==> src/rtl/alu_pkg.sv <==
// alu_pkg: shared ALU operation codes and serial FSM states
package alu_pkg;
  typedef enum logic [1:0] {ALU_AND, ALU_OR, ALU_ADD, ALU_SLT} alu_op_e;
  typedef enum logic [1:0] {S_IDLE, S_RUN, S_DONE} state_e;
endpackage

==> src/rtl/alu_serial_if.sv <==
// alu_serial_if: request/response handshake bundle for the digit-serial ALU
interface alu_serial_if #(parameter int WIDTH = 32);
  logic             in_valid;
  logic             in_ready;
  logic [WIDTH-1:0] a;
  logic [WIDTH-1:0] b;
  logic             ainvert;
  logic             binvert;
  logic [1:0]       operation;
  logic             out_valid;
  logic             out_ready;
  logic [WIDTH-1:0] result;
  logic             zero;
  logic             overflow;
  logic             cout;
  modport master (output in_valid, a, b, ainvert, binvert, operation, out_ready,
                  input in_ready, out_valid, result, zero, overflow, cout);
  modport slave (input in_valid, a, b, ainvert, binvert, operation, out_ready,
                 output in_ready, out_valid, result, zero, overflow, cout);
endinterface

==> src/rtl/alu_digit.sv <==
// alu_digit: combinational DIGIT-bit ALU slice with ripple carry
module alu_digit import alu_pkg::*; #(parameter int DIGIT = 4) (
  input  logic [DIGIT-1:0] a,
  input  logic [DIGIT-1:0] b,
  input  logic             ainvert,
  input  logic             binvert,
  input  logic             cin,
  input  alu_op_e          operation,
  output logic [DIGIT-1:0] res,
  output logic             cout,
  output logic             c_msb
);
  logic [DIGIT-1:0] aa, bb, sum;
  // carry into the top bit is recovered from its sum bit for overflow detection
  always_comb begin
    aa = a ^ {DIGIT{ainvert}};
    bb = b ^ {DIGIT{binvert}};
    {cout, sum} = {1'b0, aa} + {1'b0, bb} + (DIGIT+1)'(cin);
    c_msb = aa[DIGIT-1] ^ bb[DIGIT-1] ^ sum[DIGIT-1];
    res = operation == ALU_AND ? aa & bb : operation == ALU_OR ? aa | bb : sum;
  end
endmodule

==> src/rtl/alu_serial.sv <==
// alu_serial: digit-serial ALU processing DIGIT bits per clock behind valid/ready
module alu_serial import alu_pkg::*; #(
  parameter int WIDTH = 32,
  parameter int DIGIT = 4
) (
  input logic         clk,
  input logic         rst,
  alu_serial_if.slave io
);
  localparam int N  = WIDTH / DIGIT;
  localparam int CW = N > 1 ? $clog2(N) : 1;
  state_e           state;
  alu_op_e          op;
  logic [WIDTH-1:0] a_sh, b_sh, res, res_next, fin;
  logic [CW-1:0]    cnt;
  logic             ai, bi, carry, zero_q, ovf_q, cout_q;
  logic [DIGIT-1:0] d_res;
  logic             d_cout, d_cmsb, ovf_n, arith, last;
  alu_digit #(.DIGIT(DIGIT)) u_digit (
    .a(a_sh[DIGIT-1:0]), .b(b_sh[DIGIT-1:0]), .ainvert(ai), .binvert(bi),
    .cin(carry), .operation(op), .res(d_res), .cout(d_cout), .c_msb(d_cmsb)
  );
  // next result image with the slice output entering at the top, plus SLT fixup
  always_comb begin
    res_next = (res >> DIGIT) | (WIDTH'(d_res) << (WIDTH - DIGIT));
    ovf_n = d_cmsb ^ d_cout;
    arith = op == ALU_ADD || op == ALU_SLT;
    fin = op == ALU_SLT ? WIDTH'(res_next[WIDTH-1] ^ ovf_n) : res_next;
    last = cnt == CW'(N - 1);
  end
  // control FSM, operand shift registers, carry and flag registers
  always_ff @(posedge clk) begin
    if (rst) begin
      state <= S_IDLE;
      op <= ALU_AND;
      a_sh <= '0;
      b_sh <= '0;
      res <= '0;
      cnt <= '0;
      ai <= 1'b0;
      bi <= 1'b0;
      carry <= 1'b0;
      zero_q <= 1'b0;
      ovf_q <= 1'b0;
      cout_q <= 1'b0;
    end else begin
      case (state)
        S_IDLE: if (io.in_valid) begin
          a_sh <= io.a;
          b_sh <= io.b;
          ai <= io.ainvert;
          bi <= io.binvert;
          op <= alu_op_e'(io.operation);
          carry <= io.binvert;
          cnt <= '0;
          state <= S_RUN;
        end
        S_RUN: begin
          a_sh <= a_sh >> DIGIT;
          b_sh <= b_sh >> DIGIT;
          carry <= d_cout;
          cnt <= cnt + 1'b1;
          res <= last ? fin : res_next;
          if (last) begin
            ovf_q <= arith & ovf_n;
            cout_q <= arith & d_cout;
            zero_q <= fin == '0;
            state <= S_DONE;
          end
        end
        S_DONE: if (io.out_ready) state <= S_IDLE;
        default: state <= S_IDLE;
      endcase
    end
  end
  assign io.in_ready  = state == S_IDLE;
  assign io.out_valid = state == S_DONE;
  assign io.result    = res;
  assign io.zero      = zero_q;
  assign io.overflow  = ovf_q;
  assign io.cout      = cout_q;
endmodule

==> src/flat_wrapper.sv <==
// flat-port wrapper written by rule: the top's interface ports become plain ports
module alu_serial_flat import alu_pkg::*;
#(
  parameter int WIDTH = 32,
  parameter int DIGIT = 4
)
  (clk, rst, io_in_valid, io_a, io_b, io_ainvert, io_binvert, io_operation, io_out_ready, io_in_ready, io_out_valid, io_result, io_zero, io_overflow, io_cout);
  alu_serial_if #(.WIDTH(WIDTH)) io_i ();
  input logic clk;
  input logic rst;
  input wire logic [$bits(io_i.in_valid)-1:0] io_in_valid;
  input wire logic [$bits(io_i.a)-1:0] io_a;
  input wire logic [$bits(io_i.b)-1:0] io_b;
  input wire logic [$bits(io_i.ainvert)-1:0] io_ainvert;
  input wire logic [$bits(io_i.binvert)-1:0] io_binvert;
  input wire logic [$bits(io_i.operation)-1:0] io_operation;
  input wire logic [$bits(io_i.out_ready)-1:0] io_out_ready;
  output wire logic [$bits(io_i.in_ready)-1:0] io_in_ready;
  output wire logic [$bits(io_i.out_valid)-1:0] io_out_valid;
  output wire logic [$bits(io_i.result)-1:0] io_result;
  output wire logic [$bits(io_i.zero)-1:0] io_zero;
  output wire logic [$bits(io_i.overflow)-1:0] io_overflow;
  output wire logic [$bits(io_i.cout)-1:0] io_cout;
  assign io_i.in_valid = io_in_valid;
  assign io_i.a = io_a;
  assign io_i.b = io_b;
  assign io_i.ainvert = io_ainvert;
  assign io_i.binvert = io_binvert;
  assign io_i.operation = io_operation;
  assign io_i.out_ready = io_out_ready;
  assign io_in_ready = io_i.in_ready;
  assign io_out_valid = io_i.out_valid;
  assign io_result = io_i.result;
  assign io_zero = io_i.zero;
  assign io_overflow = io_i.overflow;
  assign io_cout = io_i.cout;
  alu_serial #(.WIDTH(WIDTH), .DIGIT(DIGIT)) u_core (.clk(clk), .rst(rst), .io(io_i));
endmodule
==> config.mk <==
export PLATFORM = sky130hd
export DESIGN_NAME = alu_serial_flat
export DESIGN_NICKNAME = d
export VERILOG_FILES = /design/src/rtl/alu_pkg.sv /design/src/rtl/alu_serial_if.sv /design/src/rtl/alu_digit.sv /design/src/rtl/alu_serial.sv /design/src/flat_wrapper.sv
export SDC_FILE = /design/constraint.sdc
export NUM_CORES = 1
export LEC_CHECK = 0
export BUFFER_PORTS_ARGS = -buffer_cell sky130_fd_sc_hd__buf_2
export CAP_MARGIN = 0
export CORE_ASPECT_RATIO = 2
export CORE_MARGIN = 4
export CORE_UTILIZATION = 49
export DETAILED_ROUTE_END_ITERATION = 8
export PLACE_DENSITY_LB_ADDON = 0.08
export SLEW_MARGIN = 20
export SYNTH_ARGS = -nofsm -noshare
export SYNTH_HDL_FRONTEND = slang
export SYNTH_SLANG_ARGS = --single-unit
==> constraint.sdc <==
create_clock -name clk -period 2.3 [get_ports clk]
set_clock_uncertainty 0.1 [all_clocks]
set_input_delay 0.69 -clock clk [delete_from_list [all_inputs] [get_ports clk]]
set_output_delay 0.69 -clock clk [all_outputs]
set_load 0.005 [all_outputs]
==> results.md, run 1 <==
* Area share of the largest cell type after synthesis at about 44%
* Number of distinct standard cells referenced by the synthesized netlist at 34
* Area share of and/or/nand/nor cells after synthesis at 25.8%
* Worst-skew pair later-pin latency at 340 ps
* Tcrit/Tclk final at around 97%
* Final number of setup-violating endpoints at 0
* Wire length after detailed routing at between 10 and 15 mm
* Switching Share at between 20% and 30%
* Main combinational cell family by area after synthesis: simple AND/OR/NAND/NOR gates
* Launch point of the worst path: u_core.a_sh[0]
* Hold Fails Final Rpt at 0
* Portion of netlist area occupied by mux cells at less than 1%
* Static power due to leakage at ~2.5 nW
* Number of fill cells at approximately 930
* Count of hold buffers inserted by post-cts repair at 0
* Outcome: complete, no violations
* Worst reg2reg endpoint: u_core.io.zero
* Relative contribution of sequential cells to total power at 48.9%
* Global routing usage summed across all routing layers at about 22%
* Clock share of power at approximately a third
* Crit path DAT at approximately 2400 ps
* Number of synthesized register bits at 109
* Cell area after placement at around 5600 sq um
* Via count of the first global-routing pass at 4350
* Least-Margin Pin Slew at 590 ps
* Starting density of the core at about half
* Critical Path Sink: u_core.io.zero
* DR top layer: met4
* Violation count after the first detailed-route iteration at around 150
* Fraction of layout cells with a size suffix above 1 at about a quarter
* Die boundary width at 78.9 um
* Die boundary height at between 100 and 150 um
* Top fanout value on the critical path at 2
* Most common flop cell mapped by yosys: dfxtp_1
* Number of pins with negative max-slew slack in the final report at 0
* Final total negative setup slack at 0 ps
* Sort of element at the end of the critical path: flip-flop
* Clk pin slew, worst setup/hold paths at 70 ps
* Met3 wirelength from detailed routing at approximately 620 um
* Leftover overflow at the end of global routing at 0
* Hold Path Class: flip-flop to flip-flop
* Total number of clock tree sinks at about 110
* Number of maximum-capacitance violations at 0
* Power Density at roughly 720 nW/um^2
* Sum of internal, switching and leakage power at roughly 0.0043 W
* Number of buffers on the longest clock path at 2
* Met2 WL at about 7 mm
* Worst R2R Path Depth at 8
* Dominant cell type by area after synthesis: dfxtp_1
* Final antenna-violating net count at 0
* Post-Synth Adder-Cell Area at between 3 and 4%
* Post-synth EDFFs at 0
* Area fraction in compound gates after synthesis at 18.5%
* Total via count in the routed design at between 4000 and 5000
* Unrepaired setup endpoints after global routing: true
* Detailed-route wire length per cell at 15.3 um
* Final design instance area without fill at around 6000 sq um
* Synthesized cell area at between 4000 and 5000 sq um
* Num CTS Buffers at 9
* Fraction of registers with async set or reset after synthesis at 0%
* Number of port buffers at between 100 and 150
* Share of synthesized area occupied by flip-flops and latches at ~44%
* Maximum number of pins on one net before global-route repair at ~60
* Number of iterations in the first detailed-routing pass at 4
* Placed cell count at ~830
* Highest attainable clock frequency at around 450 MHz
* Internal Pwr Total at between 0.003 and 0.004 W
* Register-to-register setup slack at between 60 and 70 ps
* Syn Nets at between 700 and 800
* Worst EP required at 2470 ps
* Psw at 0.00118 W
* Reg-to-Reg Start: u_core.a_sh[0]
* Power share of the combinational group at roughly 17%
* Die ar. at 11800 sq um
* Critical path class: flip-flop to flip-flop
* CTS tree: yes
* Number of cells in the finished layout apart from fillers at 848
* Post-synthesis cell count at 625
* Length of routed wiring on met1 at about 4.9 mm
* Antenna Cells at 0
* Cell types with the largest area share after synthesis: dfxtp_1 44%, nand2_1 13%, a311oi_1 8.5%
* Detail-routed via count per cell at between 5 and 6
* Core utilization of the finished layout at roughly three fifths
* Detailed Place HPWL at a little over 9 mm
* Net count, final at ~800
* # rows at a little over 50
* Post-route minimum period at approximately 2200 ps
* Worst slew margin relative to its limit at between 60% and 70%
* Maximum vdd drop at 0.000518 V
* Initial antenna violation count at 0
* Post-detailed-route DRC marker count at 0
* Critical path startpoint category: flip-flop
* Depth of the CTS H-tree at 3
* Clock root cell: clkbuf_16
* Number of ports placed on the die boundary at 109
* Signed area change from the synthesized netlist to the final layout at 20.8%
* Wire length of the first global-routing pass at 20.9 mm
* Placer Congestion at 0.845
* Mean Syn Cell Area at ~8 sq um
* Core Region at approximately 9800 sq um
* Total of warnings raised by yosys at 0
* Post-synthesis share of cell area spent on xor and xnor gates at about 1.8%
## flip-flops by register name (all words and copies together), names as in the netlist
name / flops
u_core.a_sh: 32
u_core.b_sh: 32
u_core.io.result: 32
u_core.cnt: 3
u_core.op: 2
u_core.state: 2
u_core.ai: 1
u_core.bi: 1
u_core.carry: 1
u_core.io.cout: 1
u_core.io.overflow: 1
u_core.io.zero: 1
## power groups by stage
stage / Combinational (W) / Clock, W / Sequential, W
finish: 0.000735 / 0.00146 / 0.00209
global route: 0.000824 / 0.00156 / 0.00211
CTS: 0.000722 / 0.00148 / 0.00209
detailed placement: 0.000712 / 0 / 0.00213
global placement: 0.000696 / 0 / 0.00213
floorplan: 0.000501 / 0 / 0.00210
## cell usage after synthesis, types with 3 or more instances
cell type,number
and2_1,3
clkbuf_1,21
a211oi_1,3
a311oi_1,48
a311oi_2,8
nand3_1,40
a31oi_1,3
ha_1,10
nand4_1,4
inv_1,11
xor2_1,8
nor2b_1,5
a22oi_1,3
dfxtp_1,109
nand2_1,171
nor4_1,7
buf_2,30
nand2b_1,7
a21oi_1,53
nor2_1,61
## through the flow
stage / worst slack, ps / hold WS, ps
2_1_floorplan: 2.04 / 348
3_3_place_gp: -23.1 / 338
3_5_place_dp: -100 / 347
4_1_cts: -7.54 / 356
5_1_grt: -82.3 / 378
6_report: 60.8 / 351
## cells in the final DEF, fill, tap and decap left out, types with 2 or more instances in the layout
| master | n |
|---|---|
| ha_1 | 10 |
| nand2b_1 | 6 |
| a21oi_1 | 52 |
| nor2b_1 | 4 |
| a22oi_1 | 3 |
| a31oi_1 | 3 |
| buf_12 | 6 |
| xor2_1 | 7 |
| buf_4 | 18 |
| dfxtp_2 | 2 |
| inv_2 | 2 |
| a211oi_2 | 2 |
| nor2_1 | 61 |
| a21o_1 | 2 |
| buf_2 | 107 |
| and2_1 | 2 |
| clkbuf_8 | 2 |
| inv_1 | 9 |
| nor4_1 | 7 |
| o21ai_0 | 2 |
| nand2_1 | 170 |
| nand4_1 | 4 |
| dfxtp_1 | 107 |
| a311oi_2 | 8 |
| clkinv_2 | 3 |
| clkbuf_16 | 9 |
| a311oi_1 | 48 |
| nand3_1 | 40 |
## routing by layer
metal,GRT usage (%),up-vias
met4,10.7,0
met2,40.0,147
met3,3.25,27
li1,-,2323
met5,0,-
met1,25.0,2180
## logic make-up after synthesis
family / Yosys count
simple gates: 303
compound gates: 124
flops: 109
buf+inv: 66
fa+ha+maj: 12
xor+xnor: 10
mux: 1
## critical path, stage by stage, from the launching register on
cell	delay (ps)
dfxtp_1	350
xnor2_2	230
fa_2	260
inv_2	40
fa_1	470
xor2_1	200
a211oi_2	220
nand4b_1	120
a31oi_1	180
## cell type report
class                           instances  area, sq um  share of cell area, %
Clock buffer                           11          253                   4.25
Clock inverter                          4         23.8                  0.399
Inverter                               11         41.3                  0.694
Multi-Input combinational cell        450         2490                   41.9
Sequential cell                       109         2180                   36.7
Tap cell                              132          165                   2.77
Timing Repair Buffer                  131          791                   13.3
## worst min path at each step
stage | start | endpoint | slack [ps] | cells past startpoint
3_5_place_dp | u_core.io.result[2] | u_core.io.result[2] | 350 | 2
6_report | u_core.io.result[2] | u_core.io.result[2] | 350 | 2
2_1_floorplan | u_core.io.result[0] | u_core.io.result[0] | 350 | 2
4_1_cts | u_core.io.result[2] | u_core.io.result[2] | 360 | 2
3_3_place_gp | u_core.io.result[3] | u_core.io.result[3] | 340 | 2
5_1_grt | u_core.io.result[3] | u_core.io.result[3] | 380 | 2
## timing repair
action                     in CTS  in global routing
pin swaps                       4                  6
resized for setup               3                  8
buffers inserted                1                  0
setup endpoints to repair       2                  7
Power figures use the tool's default switching activity.
==> run 2: changes to the inputs <==
--- a/config.mk
+++ b/config.mk
@@ -12,6 +12,7 @@
 export CORE_UTILIZATION = 49
 export DETAILED_ROUTE_END_ITERATION = 8
 export PLACE_DENSITY_LB_ADDON = 0.08
+export SETUP_SLACK_MARGIN = 0.1
 export SLEW_MARGIN = 20
 export SYNTH_ARGS = -nofsm -noshare
 export SYNTH_HDL_FRONTEND = slang
==> run 2 against run 1 <==
Setup slack got worse by 42 ps. Sequential power barely moved. Via count fell by 0.64%. Total power rose by 2.9%. Core utilization rose by 0.23 points. Global-route usage rose by 1.2 points. Combinational power rose by 0.5%. Fmax fell by 1.8%. Count of clock-buffer cells in the layout fell by 2. Hold slack improved by 0.74 ps. Sequential share of layout area fell by 0.14 points. Non-clock buffer count rose by 2. Critical path type unchanged.
==> results.md, run 2 (same netlist as run 1, synthesis figures left out) <==
* Outcome: complete, no violations
* Tcrit/Tclk final at roughly 100%
* Count of hold buffers inserted by post-cts repair at 0
* Die boundary height at between 100 and 150 um
* Number of ports placed on the die boundary at 109
* Most common cell on crit path: inv_2
* Final number of setup-violating endpoints at 0
* Worst-path cell chain: xor2_2 -> inv_2 -> fa_2 -> inv_2 -> fa_1 -> nand2_1 -> o31ai_2 -> a211oi_2 -> nand4b_1 -> a31oi_1
* Clock share of power at 35.7%
* Leftover overflow at the end of global routing at 0
* Hold Path Sink: u_core.io.result[0]
* Detail-routed via count per cell at around 5.5
* Sort of element at the end of the critical path: flip-flop
* Total via count in the routed design at 4647
* Num CTS Buffers at 9
* Post-route worst setup slack at roughly 19 ps
* Critical path startpoint category: flip-flop
* Detailed Place HPWL at 9.58 mm
* Worst-skew pair later-pin latency at between 300 and 400 ps
* Detailed-route wire length per cell at between 15 and 20 um
* Power share of the combinational group at between 10% and 20%
* CTS tree: yes
* Psw at 0.00116 W
* Number of pins with negative max-slew slack in the final report at 0
* Critical path class: flip-flop to flip-flop
* Total number of clock tree sinks at approximately 110
* Initial antenna violation count at 0
* Most used cells in the layout excluding fill and tap cells: 170 x nand2_1, 107 x buf_2, 107 x dfxtp_1
* Clock root cell: clkbuf_16
* Number of port buffers at around 110
* Reg-to-Reg Start: u_core.bi
* Fraction of layout cells with a size suffix above 1 at between 20% and 30%
* Die boundary width at between 70 and 80 um
* Placer Congestion at 0.842
* # rows at a little over 50
* Power Density at roughly 740 nW/um^2
* Wire length after detailed routing at 13.3 mm
* Switching Share at about a quarter
* Net count, final at between 700 and 800
* Top fanout value on the critical path at 2
* Sum of internal, switching and leakage power at between 0.004 and 0.005 W
* Number of maximum-capacitance violations at 0
* Unrepaired setup endpoints after global routing: true
* Crit path DAT at 2450 ps
* Violation count after the first detailed-route iteration at 192
* Worst slack on hold paths at 351 ps
* Setup slack after placement at -30.0 ps
* Hold Path Cell Cnt at 2
* Hold Path Class: flip-flop to flip-flop
* Antenna Cells at 0
* Number of iterations in the first detailed-routing pass at 4
* Depth of the CTS H-tree at 3
* Starting density of the core at 50.5%
* Maximum vdd drop at 0.000529 V
* Highest attainable clock frequency at approximately 440 MHz
* Internal Pwr Total at between 0.003 and 0.004 W
* Number of buffers on the longest clock path at 2
* Largest incremental delay on the critical path at about 400 ps
* Post-detailed-route DRC marker count at 0
* Master of the slowest instance on the critical path: fa_1
* Hold Fails Final Rpt at 0
* Least-Margin Pin Slew at ~600 ps
* Post-route minimum period at approximately 2300 ps
* Signed area change from the synthesized netlist to the final layout at 21.3%
* Number of cells in the finished layout apart from fillers at between 800 and 900
* Hold path startpoint: u_core.io.result[0]
* Wire length of the first global-routing pass at ~22 mm
* Number of fill cells at ~940
* Worst slew margin relative to its limit at between 60% and 70%
* Placed cell count at ~830
* Static power due to leakage at 2.52 nW
* Worst EP required at 2470 ps
* Via count of the first global-routing pass at between 4000 and 5000
* Relative contribution of sequential cells to total power at 47.6%
* Global routing usage summed across all routing layers at 23.3%
* Maximum number of pins on one net before global-route repair at 69
* Die ar. at ~12000 sq um
* Register-to-register setup slack at 20 ps
* Core Region at just under 10000 sq um
* Commonest non-fill, non-tap cell in the layout: nand2_1
* Worst R2R Path Depth at 10
* Final antenna-violating net count at 0
* Clk pin slew, worst setup/hold paths at about 70 ps
* Worst reg2reg endpoint: u_core.io.zero
## run 2: layout make-up
| type | instances | area (sq um) | area share (%) |
|---|---|---|---|
| Multi-Input combinational cell | 450 | 2510 | 42.1 |
| Sequential cell | 109 | 2180 | 36.6 |
| Timing Repair Buffer | 133 | 781 | 13.1 |
| Clock buffer | 9 | 225 | 3.77 |
| Tap cell | 132 | 165 | 2.76 |
| Clock inverter | 3 | 65.1 | 1.09 |
| Inverter | 11 | 41.3 | 0.691 |
## run 2: power groups by stage
| stage | registers, W | clock network (W) | logic [W] |
|---|---|---|---|
| 2_1_floorplan | 0.00211 | 0 | 0.000505 |
| 3_3_place_gp | 0.00213 | 0 | 0.000683 |
| 3_5_place_dp | 0.00213 | 0 | 0.000699 |
| 4_1_cts | 0.00209 | 0.00161 | 0.000721 |
| 5_1_grt | 0.00211 | 0.00168 | 0.000835 |
| 6_report | 0.00210 | 0.00157 | 0.000739 |
## run 2: worst max-delay path by stage
stage	cells past startpoint	slack, ps	from	endpoint
6_report	10	20	u_core.bi	u_core.io.zero
5_1_grt	10	-90	u_core.bi	u_core.io.zero
4_1_cts	10	40	u_core.bi	u_core.io.zero
3_5_place_dp	10	-30	u_core.bi	u_core.io.zero
3_3_place_gp	10	40	u_core.bi	u_core.io.zero
2_1_floorplan	11	90	u_core.bi	u_core.io.zero
## run 2: critical path, delay by kind of cell, from the launching register on
| kind | cells | cell delay (ps) |
|---|---|---|
| adders and majority gates | 2 | 750 |
| AOI/OAI and AO/OA | 3 | 490 |
| DFF | 1 | 350 |
| and+or+nand+nor | 2 | 210 |
| xor gates and xnor gates | 1 | 170 |
| buffers and inverters | 2 | 130 |
## run 2: per-stage QoR
stage | util (%) | instance area (sq um) | setup TNS, ps
finish | 61.2 | 5970 | 0
global route | 61.2 | 5970 | -154
CTS | 60.8 | 5930 | 0
detailed placement | 57.4 | 5610 | -30.0
global placement | 57.4 | 5610 | 0
floorplan | - | 4950 | 0
## run 2: what timing repair did
item	4_1_cts	5_1_grt
buffers inserted	3	1
gates resized for setup	5	6
pin swaps	4	3
endpoints found under the setup margin	2	5
## run 2: metal layers
metal	part of all wire [%]	up-vias	track usage, %
met3	4.0	27	4.76
met5	0	-	0
met2	56	112	44.7
met4	3.1	0	9.38
met1	37	2187	24.1
li1	-	2321	-
